File: src/rtl/up_mem_ctrl.sv
// Memory controller: multi-phase address latch, wait-state sequencer and
// internal word-addressed RAM with optional post-increment addressing.
module up_mem_ctrl #(
   parameter int DATA_W      = 8,
   parameter int ADDR_W      = 8,
   parameter int DEPTH       = 256,
   parameter int WAIT_STATES = 1
) (
   input  logic              clk,
   input  logic              Rst,
   input  logic              ale,
   input  logic [DATA_W-1:0] din,
   input  logic              re,
   input  logic              we,
   input  logic              inc,
   output logic [DATA_W-1:0] dout,
   output logic              ready,
   output logic              busy,
   output logic [ADDR_W-1:0] addr
);

   localparam int IDX_W = (DEPTH > 1) ? $clog2(DEPTH) : 1;

   typedef enum logic [1:0] {
      IDLE = 2'd0,
      WAIT = 2'd1,
      DONE = 2'd2
   } state_t;

   state_t            state;
   state_t            next_state;
   logic [3:0]        cnt;
   logic [3:0]        next_cnt;
   logic              req;
   logic              op_wr;
   logic              inc_f;
   logic [DATA_W-1:0] wdata;
   logic [ADDR_W-1:0] acc_addr;
   logic              eff_wr;
   logic [ADDR_W-1:0] eff_addr;
   logic [DATA_W-1:0] eff_wdata;
   logic              commit;
   logic              in_range;
   logic [IDX_W-1:0]  idx;

   logic [DATA_W-1:0] mem [DEPTH];

   // MSB-phase-first shift of one data-bus word into the address latch
   function automatic logic [ADDR_W-1:0] shift_in(input logic [ADDR_W-1:0] a,
                                                  input logic [DATA_W-1:0] d);
      return ADDR_W'({a, d});
   endfunction

   // Next-state and wait counter sequencing
   always_comb begin
      next_state = state;
      next_cnt   = cnt;
      req        = 1'b0;
      case (state)
         IDLE: begin
            req = re | we;
            if (req) begin
               if (WAIT_STATES == 0) begin
                  next_state = DONE;
               end else begin
                  next_state = WAIT;
                  next_cnt   = 4'(WAIT_STATES);
               end
            end else begin
               next_state = IDLE;
            end
         end
         WAIT: begin
            if (cnt == 4'd1) begin
               next_state = DONE;
            end else begin
               next_state = WAIT;
               next_cnt   = cnt - 4'd1;
            end
         end
         DONE:    next_state = IDLE;
         default: next_state = IDLE;
      endcase
   end

   // With zero wait states the RAM is touched on the request edge itself,
   // so the live inputs must be used instead of the captured copies.
   always_comb begin
      if (req) begin
         eff_wr    = we;
         eff_addr  = addr;
         eff_wdata = din;
      end else begin
         eff_wr    = op_wr;
         eff_addr  = acc_addr;
         eff_wdata = wdata;
      end
      commit   = (next_state == DONE) && (state != DONE);
      in_range = ({1'b0, eff_addr} < (ADDR_W+1)'(DEPTH));
      idx      = eff_addr[IDX_W-1:0];
   end

   // Sequencer state, captured access, address latch and read data
   always_ff @(posedge clk or posedge Rst) begin
      if (Rst) begin
         state    <= IDLE;
         cnt      <= 4'd0;
         ready    <= 1'b0;
         busy     <= 1'b0;
         op_wr    <= 1'b0;
         inc_f    <= 1'b0;
         wdata    <= '0;
         acc_addr <= '0;
         dout     <= '0;
         addr     <= '0;
      end else begin
         state <= next_state;
         cnt   <= next_cnt;
         ready <= (next_state == DONE);
         busy  <= (next_state != IDLE);
         if (req) begin
            op_wr    <= we;
            wdata    <= din;
            inc_f    <= inc;
            acc_addr <= addr;
         end
         if (commit && !eff_wr) begin
            dout <= in_range ? mem[idx] : '0;
         end
         if (state == DONE && inc_f) begin
            addr <= addr + ADDR_W'(1);
         end else if (state == IDLE && !req && ale) begin
            addr <= shift_in(addr, din);
         end
      end
   end

   // RAM write port; contents deliberately not reset
   always_ff @(posedge clk) begin
      if (commit && eff_wr && in_range && !Rst) begin
         mem[idx] <= eff_wdata;
      end
   end

endmodule
File: config.mk
export PLATFORM = sky130hd
export DESIGN_NAME = up_mem_ctrl
export DESIGN_NICKNAME = d
export VERILOG_FILES = /design/src/rtl/up_mem_ctrl.sv
export SDC_FILE = /design/constraint.sdc
export NUM_CORES = 2
export LEC_CHECK = 0
export CAP_MARGIN = 0
export CELL_PAD_IN_SITES_DETAIL_PLACEMENT = 2
export CELL_PAD_IN_SITES_GLOBAL_PLACEMENT = 2
export CORE_ASPECT_RATIO = 0.5
export CORE_MARGIN = 2
export CORE_UTILIZATION = 48
export DETAILED_ROUTE_END_ITERATION = 8
export PLACE_DENSITY_LB_ADDON = 0.1
export SLEW_MARGIN = 20
export SYNTH_ARGS = -nofsm -noshare
export SYNTH_HDL_FRONTEND = slang
export SYNTH_SLANG_ARGS = --single-unit
File: constraint.sdc
create_clock -name clk -period 8 [get_ports clk]
set_input_delay 1.2 -clock clk [delete_from_list [all_inputs] [get_ports clk]]
set_output_delay 1.2 -clock clk [all_outputs]
set_load 0.02 [all_outputs]
==> results.md, run 1 <==
- I/O pins: 32
- Starting Density: 48.43%
- Synth unique cells: 74
- # port buffers: 31
- Sequential area share after synthesis: 75.73%
- Cells after Synth: 5274
- Syn avg cell area: 15.66 um^2
- Tool error: [ERROR DPL-0033] detailed placement checks failed during check placement.
- Synth async-reset ratio: 2.010%
- Status: stopped before the end
- Placer Congestion: 0.9364
- Chip width: 590.7 um
- Post-synth EDFFs: 2048
- Detailed-placement wirelength estimate: 219.6 mm
- Synth Net Count: 5291
- Top_reg_cell synth: edfxtp_1
- FP Rows: 107
- Synthesized cell area: 0.08260 mm^2
- FF+latch count, synth: 2090
- Synthesis Warnings: 0
- Die Y: 297.3 um
- Failing step: detailed placement (3_5_place_dp)
## synth_stat cells (all sizes together) (3+ instances only)
library cell / number / share of area, %
o221ai: 12 / 0.13
a41o: 3 / 0.036
o31ai: 5 / 0.045
a21oi: 122 / 0.74
a311oi: 50 / 0.53
inv: 17 / 0.080
mux2i: 506 / 6.1
a21boi: 4 / 0.045
o32ai: 3 / 0.032
a22oi: 20 / 0.18
ha: 3 / 0.045
nand4: 35 / 0.27
nor4: 43 / 0.33
and2: 8 / 0.061
o2111ai: 15 / 0.16
nand3: 132 / 0.80
clkbuf: 154 / 0.70
o21a: 3 / 0.027
nand2: 662 / 3.0
or4: 3 / 0.027
a311o: 5 / 0.061
nor2: 331 / 1.5
a32oi: 18 / 0.19
mux4: 54 / 1.5
or2: 13 / 0.098
o211ai: 17 / 0.15
a2111oi: 21 / 0.22
nor2b: 5 / 0.038
dfrtp: 42 / 1.3
a211oi: 117 / 1.1
o21ai: 64 / 0.39
a41oi: 6 / 0.064
a221oi: 3 / 0.032
buf: 196 / 1.3
nor3: 15 / 0.091
and3: 115 / 0.88
nand2b: 11 / 0.083
mux2: 3 / 0.041
o41ai: 38 / 0.40
o22ai: 238 / 1.8
a21o: 3 / 0.027
a31oi: 88 / 0.67
edfxtp: 2048 / 74
## cells by family after synthesis
kind of cell               after synthesis  synth area share (%)
buffers and inverters                  367                 2.110
muxes                                  563                 7.645
DFF                                   2090                 75.73
xor gates and xnor gates                 2               0.02121
AOI/OAI and AO/OA                      867                 7.135
adders and majority gates                3               0.04545
and+or+nand+nor                       1382                 7.316
## metrics by stage
step,worst slack [ps],cells
3_3_place_gp,476.4,7431
2_1_floorplan,1369,5274
==> run 2, diff against run 1 <==
Settings changed: CELL_PAD_IN_SITES_DETAIL_PLACEMENT 2 to not set, CELL_PAD_IN_SITES_GLOBAL_PLACEMENT 2 to not set, CORE_ASPECT_RATIO 0.5 to not set, CORE_UTILIZATION 48 to 34, PLACE_DENSITY_LB_ADDON 0.1 to 0.15.
==> run 2 against run 1 <==
Against the previous run:
- the run now ends clean
- synthesized area unchanged
- synthesized cell count stayed put
==> results.md, run 2 <==
- Status: finished clean
- Flop2flop setup slack: 2590 ps
- Tcrit/Tclk final: 73.37%
- H-tree depth: 4
- DRC violations left: 0
- Unrepaired setup endpoints after global routing: false
- FF+latch count, synth: 2090 (unchanged)
- WP data required: 8710 ps
- R2r endpoint: dout[7]
- Critical Path, Cell by Cell: clkdlybuf4s50_1 > or2_1 > buf_4 > nand3_1 > buf_4 > a22oi_2 > buf_4 > nand2_4 > buf_12 > o22ai_1 > o41ai_1 > nand4_1 > a222oi_1 > a21oi_1
- Post-synth EDFFs: 2048 (unchanged)
- Syn avg cell area: 15.66 um^2 (unchanged)
- FP Rows: 180 (+68%)
- Minimum clock period: 5870 ps
- Register clock-pin slew on the reported worst setup and hold paths: 60 ps
- Crit path largest cell delay: 1090 ps
- Crit-path max FO: 27
- 1st-iter DRT viols: 5588
- I/O pins: 32 (unchanged)
- GRT Overall Usage: 22.36%
- Cts bufs inserted: 219
- Most flop-heavy register: mem
- Worst reg2reg startpoint: state[0]
- Starting Density: 34.28% (-14 points)
- Worst Setup Slack post-DPL: 1549 ps
- Via count: 49380
- Via density per instance: 5.639
- Worst Hold Depth: 2
- Most frequent cells after synthesis: 2048 x edfxtp_1, 662 x nand2_1, 506 x mux2i_1
- Lkg Pwr: 30.50 nW
- Global-route wire length before repair: 393.6 mm
- Final setup vio count: 0
- Crit-path slowest cell: o41ai_1
- Worst r2r path cells: 13
- Initial antenna violation count: 11
- Share of cells above drive strength 1: 12.07%
- Placed Cells: 8355
- Max FFs per register: 2048
- Final Power: 39.72 mW
- Chip width: 496.9 um (-16%)
- Crit start category: primary input
- Number of max-cap violations: 0
- Worst min-delay path class: reg -> reg
- Yosys top cell area share: 74.45% (unchanged)
- CTS sink cnt: 2090
- Setup TNS: 0 ps
- Placed Area: 0.08758 mm^2
- Worst Slack Setup Final: 2130 ps
- Root buf cell: clkbuf_16
- Synth area leader: edfxtp_1
- Top achievable clock speed: 170.4 MHz
- Synthesized cell area: 0.08260 mm^2 (unchanged)
- Post-Route WL: 282.6 mm
- Fin nets: 5408
- Placer Congestion: 0.8900 (-5.0%)
- WHS: 488.1 ps
- Grt ovf: 0
- Most frequent cell after synthesis: edfxtp_1
- Worst hold endpoint: inc_f
- Hold Buf Count CTS: 0
- Relative slew slack: 17.66%
- CTS tree: built
- Post-DRT Antenna Nets: 0
- Sequential area share after synthesis: 75.73% (unchanged)
- Clk buf depth: 3
- Worst VDD drop: 0.3532 mV
- Synth unique cells: 74 (unchanged)
- Pwr per Cell Area: 420.0 mW/mm^2
- # port buffers: 31 (unchanged)
- Area contributors post-synth: edfxtp_1 74%, mux2i_1 6.1%, nand2_1 3.0%
- Most frequent cells in the layout: 2048 x edfxtp_1, 648 x nand2_1, 506 x mux2i_1, 305 x nor2_1, 236 x o22ai_1
- Full die area: 0.2469 mm^2
- Final instance area: 0.09459 mm^2
- Critical path class: in -> reg
- Detailed-placement wirelength estimate: 175.9 mm (-20%)
- Clock Skews: 66.35 ps
- Critical Path AT: 6580 ps
- First-pass DRT Iterations: 8
- Max Transition Viols Final: 0
- Core Footprint: 0.2410 mm^2
- Worst-margin pin slew: 1219 ps
- Top_reg_cell synth: edfxtp_1
- Start point of the worst hold path: inc_f
- Hold Vio Cnt, Final: 0
- Quantity of gates resized following cts: 0
- Post-CTS setup buffers: 0
- Clk_lat worst skew: 880 ps
- Vias in the first global route: 48090
- Synth async-reset ratio: 2.010% (unchanged)
- Largest net degree at the start of global routing: 178
- Synth Net Count: 5291 (unchanged)
- Critical Path Most Common Cell: buf_4
- Layout area overhead: 14.51%
- Die Y: 496.9 um (+67%)
- Final Non-Filler Cells: 8757
- Cells after Synth: 5274 (unchanged)
- Commonest non-fill, non-tap cell in the layout: edfxtp_1
- DR WL/cell: 32.27 um
- Setup crit end kind: register
- Final Util: 39.25%
- Synthesis Warnings: 0 (unchanged)
==> run 2: worst max-delay path, delay by kind of cell <==
kind	cells	cell delay, ps
and+or+nand+nor	4	1540
AOI/OAI and AO/OA	5	2030
buffers and inverters	5	1720
==> run 2: final cells by class <==
cell class / instances / area (um^2)
fill: 22250 / 146400
sequential: 2090 / 62550
multi-input combinational: 2817 / 18800
clock buffer: 277 / 5768
tap: 3185 / 3985
timing repair buffer: 246 / 2212
clock inverter: 120 / 1177
inverter: 17 / 87.58
antenna: 5 / 12.51
==> run 2: how the worst max path moves through the flow <==
stage / from / to / depth (start not counted)
after global placement: re / dout[7] / 14
after floorplan: re / mem[0][0] / 9
final: re / dout[7] / 14
after CTS: re / mem[235][4] / 10
after detailed placement: re / mem[139][2] / 10
after global routing: re / mem[139][3] / 10
==> run 2: cells by family (layout without fill, tap and decap cells) <==
| group | after synthesis | count (layout) | share of synthesized area [%] |
|---|---|---|---|
| xor gates and xnor gates | 2 | 2 | 0.02121 |
| AOI/OAI and AO/OA | 867 | 867 | 7.135 |
| DFF | 2090 | 2090 | 75.73 |
| other | 0 | 5 | 0 |
| muxes | 563 | 563 | 7.645 |
| and+or+nand+nor | 1382 | 1382 | 7.316 |
| buffers and inverters | 367 | 660 | 2.110 |
| adders and majority gates | 3 | 3 | 0.04545 |
==> run 2: routing by layer <==
layer	routed length (um)	vias up	GRT usage, %
met1	122500	25890	31.51
li1	-	20970	-
met2	128200	2089	34.49
met4	10450	4	7.925
met5	26	-	0
met3	21370	428	4.293
==> run 2: report_power, final <==
group          internal, mW  leakage, nW  switching, mW
clock network          5.69         3.40           4.34
registers              14.1         19.0          0.198
logic                  3.93         8.08           11.4
total                  23.8         30.5           16.0
No activity file was read; power rests on OpenSTA's default activity.
